==> src/rtl/reg_file_wb.sv <==
// reg_file_wb
//   General-purpose register file: 2**ADDR_W entries of DATA_W bits. It has
//   two combinational read ports with write-to-read bypass, one primary write
//   port and one secondary write port aimed at a fixed register (SEC_REG).
//   The secondary port carries the multiply high word or divide remainder.
//
// Ports
//   clk       in   system clock; all state updates on the rising edge
//   rst       in   synchronous active-high reset; clears the array and
//                  wr_count, and forces both read ports to 0
//   rd_addr1  in   read port 1 index
//   rd_addr2  in   read port 2 index
//   rd_data1  out  read port 1 data (combinational, bypassed)
//   rd_data2  out  read port 2 data (combinational, bypassed)
//   wr_en     in   primary write enable
//   wr_addr   in   primary write index (from the destination select stage)
//   wr_data   in   primary write data
//   wr2_en    in   secondary write enable (target fixed at SEC_REG)
//   wr2_data  in   secondary write data
//   wr_count  out  saturating count of edges that committed any write
//
// Handshake: there is no valid/ready flow control. A write enable sampled
// high on a rising edge with rst low always commits on that edge.
module reg_file_wb #(
  parameter int DATA_W  = 16,
  parameter int ADDR_W  = 4,
  parameter int SEC_REG = 0
) (
  input  logic              clk,
  input  logic              rst,
  input  logic [ADDR_W-1:0] rd_addr1,
  input  logic [ADDR_W-1:0] rd_addr2,
  output logic [DATA_W-1:0] rd_data1,
  output logic [DATA_W-1:0] rd_data2,
  input  logic              wr_en,
  input  logic [ADDR_W-1:0] wr_addr,
  input  logic [DATA_W-1:0] wr_data,
  input  logic              wr2_en,
  input  logic [DATA_W-1:0] wr2_data,
  output logic [7:0]        wr_count
);

  localparam int                DEPTH    = 1 << ADDR_W;
  localparam logic [ADDR_W-1:0] SEC_ADDR = ADDR_W'(SEC_REG);

  logic [DATA_W-1:0] regs_q [DEPTH];
  logic [DATA_W-1:0] regs_d [DEPTH];
  logic [7:0]        wr_count_q;
  logic [7:0]        wr_count_d;

  // Next-state of the array. The secondary write is applied first so that a
  // primary write to SEC_REG on the same edge overrides it.
  always_comb begin
    regs_d = regs_q;
    if (wr2_en) begin
      regs_d[SEC_ADDR] = wr2_data;
    end
    if (wr_en) begin
      regs_d[wr_addr] = wr_data;
    end
  end

  // A dual write counts as one committed cycle. The counter holds at 255.
  always_comb begin
    wr_count_d = wr_count_q;
    if ((wr_en || wr2_en) && (wr_count_q != 8'hFF)) begin
      wr_count_d = wr_count_q + 8'd1;
    end
  end

  always_ff @(posedge clk) begin
    if (rst) begin
      for (int i = 0; i < DEPTH; i++) begin
        regs_q[i] <= '0;
      end
      wr_count_q <= '0;
    end else begin
      regs_q     <= regs_d;
      wr_count_q <= wr_count_d;
    end
  end

  // Read-port bypass uses the same priority as the write collision rule.
  // As a result, the value read always matches the value the edge will store.
  always_comb begin
    rd_data1 = regs_q[rd_addr1];
    if (rst) begin
      rd_data1 = '0;
    end else if (wr_en && (rd_addr1 == wr_addr)) begin
      rd_data1 = wr_data;
    end else if (wr2_en && (rd_addr1 == SEC_ADDR)) begin
      rd_data1 = wr2_data;
    end
  end

  always_comb begin
    rd_data2 = regs_q[rd_addr2];
    if (rst) begin
      rd_data2 = '0;
    end else if (wr_en && (rd_addr2 == wr_addr)) begin
      rd_data2 = wr_data;
    end else if (wr2_en && (rd_addr2 == SEC_ADDR)) begin
      rd_data2 = wr2_data;
    end
  end

  assign wr_count = wr_count_q;

endmodule

==> config.mk <==
export PLATFORM = sky130hd
export DESIGN_NAME = reg_file_wb
export DESIGN_NICKNAME = d
export VERILOG_FILES = /design/src/rtl/reg_file_wb.sv
export SDC_FILE = /design/constraint.sdc
export NUM_CORES = 1
export LEC_CHECK = 0
export ABC_CLOCK_PERIOD_IN_PS = 4890
export BUFFER_PORTS_ARGS = -buffer_cell sky130_fd_sc_hd__buf_2
export CAP_MARGIN = 20
export CORE_AREA = 4 4 160 162
export DETAILED_ROUTE_END_ITERATION = 8
export DIE_AREA = 0 0 164 166
export GPL_TIMING_DRIVEN = 0
export PLACE_DENSITY = 0.9
export SLEW_MARGIN = 20
export SYNTH_ARGS = -nofsm -noshare
export SYNTH_HDL_FRONTEND = slang
export SYNTH_SLANG_ARGS = --single-unit
==> constraint.sdc <==
create_clock -name clk -period 4.89 [get_ports clk]
set_input_delay 0.489 -clock clk [delete_from_list [all_inputs] [get_ports clk]]
set_output_delay 0.489 -clock clk [all_outputs]
set_load 0.01 [all_outputs]
==> results.txt <==
- Data arrival time of the critical path: 3.00 ns
- Clock tree synthesis selected as its root buffer the cell sky130_fd_sc_hd__clkbuf_16.
- For this run, design rule violations remaining after detail routing come to 0.
- Max-slew violations: 0
* Number of gates given a new drive strength after cts: 0
- Counting along the longest clock path gives a buffer depth of 3.
- The first global-routing pass estimated 83.8 mm of wire.
- Number of buffer cells added on primary ports: 66
- Layout cell share with drive strength beyond 1: 18.5%
- Share of synthesized registers carrying an async set or reset: 0%
- Headroom to the max-slew limit: 28.7%
* Vias: 14,400
- In this run the remaining antenna-violating nets after routing total 0.
- TritonCTS built the clock tree.
- The worst setup path is launched from a primary input.
- Highest clock rate: 287 MHz
- Post-layout utilization of the core: 66.3%
- Clock latency on the worst-skew pair, taken at its later pin, is 0.56 ns.
- Starting Density: 59.6%
* EDFF count, synth: 0
- After clock tree synthesis, the setup repair step added 0 buffers.
- Number of violations reported at the end of detailed-routing iteration 0: 2,517
* #FFs+latches synth: 264
* Worst Slack Setup Final: 1.40 ns
* Kind of critical path: primary input to primary output
* Dpl cells: 2,007
* Yosys Warn Count: 0
- Height of the die: 166 um
* Cell Rows: 57
- Ratio of final minimum period to clock period: 71.3%
- Mean instance size in the synthesized netlist: 8.88 um2
- The top cell types in the final layout, fill and taps aside, are sky130_fd_sc_hd__nand2_1 (486), sky130_fd_sc_hd__dfxtp_1 (264), sky130_fd_sc_hd__a21oi_1 (254).
* Class of the tightest hold or removal check: primary input to flip-flop
- Leading register cell type out of synthesis: sky130_fd_sc_hd__dfxtp_1
* Routed length per instance: 27.5 um
* Power Total: 4.95 mW
- The final hold violation count came to 0.
- Final Routed Wirelength: 56.5 mm
* VDD IR max: 0.351 mV
- Post-layout instance count excluding filler cells: 2,054
- The die is 164 um wide.
* Number of library cell types mapped by synthesis: 57
* Placeable core region: 24,100 um2
* Ports: 88
- Max-cap violations in this run came to 0.
- Post-synth net total: 1,666
- Register-to-register path setup slack: 3.17 ns
- Leading cell type in the layout, fill and taps excluded: sky130_fd_sc_hd__nand2_1
- Aggregate global routing overflow: 0
- The number of antenna violations at the first check in global routing was 0.
- Maximum number of pins on one net before global-route repair: 16
- End of the worst register-to-register path: wr_count[6]
* Reg clk slew, reported paths: 0.06 ns
- Top fanout value on the critical path: 10
- Startpoint of the lowest-slack hold path: wr2_data[1]
* Final worst clock skew: 0.00529 ns
- Dividing total power by cell area gives a power density of 309 nW/um2.
* Via/cell ratio: 7.03
- Clock tree synthesis inserted a total of 28 buffers.
- The synthesized netlist occupies a cell area of 14,400 um2.
* Area growth from synthesis to final layout: 11.4%
- CTS Hold Buffers Added: 0
- 0 antenna diodes ended up in the layout.
- Setup Slack @ Placement: 1.68 ns
- CTS built an H-tree with a depth of 1.
- Detailed placement finished with a half-perimeter wire length of 41.3 mm.
* WP data required: 4.40 ns
- Slew at the pin with the worst max-slew slack: 1.06 ns
- Along the worst hold path, the cell count comes to 3.
* Count of cells along the worst register-to-register path: 6
- Setup violations remaining at the end of the flow were counted as 0.
* Endpoint of the worst hold-timing path: regs_q[241]
- In this run the critical register-to-register path is launched from wr_count[0].
- Global placer's final weighted congestion: 1.07
- Final Critical Period: 3.49 ns
- Number of global-route vias before repair: 14,000
* RSZ-0062 raised after global routing: false
- The clock net in this run drives a total of 264 sinks.
- The run finished with clean final reports.
- Adding up every negative setup slack in the final design gives 0 ns.
- Sequential elements use 36.8% of the synthesized area.
- CP endpoint kind: primary output
* Nets: 1,762
- Global routing used 40.5% of the available tracks across all layers.
- Total die area: 27,200 um2
- Static leakage: 5.49 nW
- First drt pass iteration count: 7
- Synthesized netlist cell count: 1,617
layer usage:
layer	GRT usage [%]	part of all wire, %
met1	50.3	33
met2	58.4	42
met3	16.6	17
met4	25.3	8.1
met5	0	0
worst max-delay path by stage:
stage,slack (ns),from,to
detailed placement,1.68,rd_addr1[2],rd_data1[13]
CTS,1.65,rd_addr1[2],rd_data1[13]
finish,1.40,rd_addr1[2],rd_data1[3]
global route,1.52,rd_addr1[2],rd_data1[1]
global placement,1.69,rd_addr1[2],rd_data1[13]
floorplan,2.56,rd_addr2[0],rd_data2[2]
cells by family (layout without fill, tap and decap cells):
family	count (synthesis)	in the layout	synth area share, %
mux	157	157	22.1
xor+xnor	13	13	0.793
simple gates	644	644	18.6
buf+inv	161	274	5.65
compound gates	377	377	15.9
flops	264	264	36.8
fa+ha+maj	1	1	0.0871
worst max-delay path, stage by stage:
cell and delay, ns:
sky130_fd_sc_hd__buf_2 0.12, sky130_fd_sc_hd__buf_6 0.16, sky130_fd_sc_hd__buf_4 0.20, sky130_fd_sc_hd__nor2b_1 0.36, sky130_fd_sc_hd__clkbuf_1 0.71, sky130_fd_sc_hd__a22oi_1 0.33, sky130_fd_sc_hd__a311oi_1 0.40, sky130_fd_sc_hd__buf_2 0.20
synthesized netlist by cell type (all sizes together), types with 4 or more instances:
master	number	area share [%]
a211oi	21	1.2
a21oi	254	8.9
a22oi	12	0.63
a311oi	13	0.79
a32o	14	0.98
buf	69	3.2
clkbuf	92	2.4
dfxtp	264	37
mux2	4	0.31
mux2i	30	2.1
mux4	123	20
nand2	486	13
nand2b	4	0.17
nand3	8	0.28
nor2	86	2.6
nor2b	18	0.78
nor3	7	0.44
o21ai	11	0.38
o221ai	14	0.85
o22ai	13	0.57
o31ai	11	0.58
or2	18	0.78
xnor2	4	0.24
xor2	9	0.55
area by class of cell:
| type | count | area (um2) |
|---|---|---|
| fillers | 1930 | 8110 |
| clock inverters | 7 | 90.1 |
| repair buffers | 66 | 330 |
| multi-input cells | 1192 | 8260 |
| well taps | 324 | 405 |
| flip-flops and latches | 264 | 5290 |
| plain buffers | 161 | 812 |
| clock buffers | 40 | 806 |
power by group:
group          switching (mW)  total (mW)  internal (mW)
logic                   0.409       0.607          0.198
clock network           0.926        2.12           1.19
registers              0.0309        2.22           2.19
stage by stage:
stage / area, um2 / hold WS [ns]
after CTS: 16000 / 0.310
final: 16000 / 0.311
after global routing: 16000 / 0.328
after detailed placement: 15100 / 0.459
after floorplan: 14400 / 0.441
after global placement: 15100 / 0.448
Power figures use the tool's default switching activity.
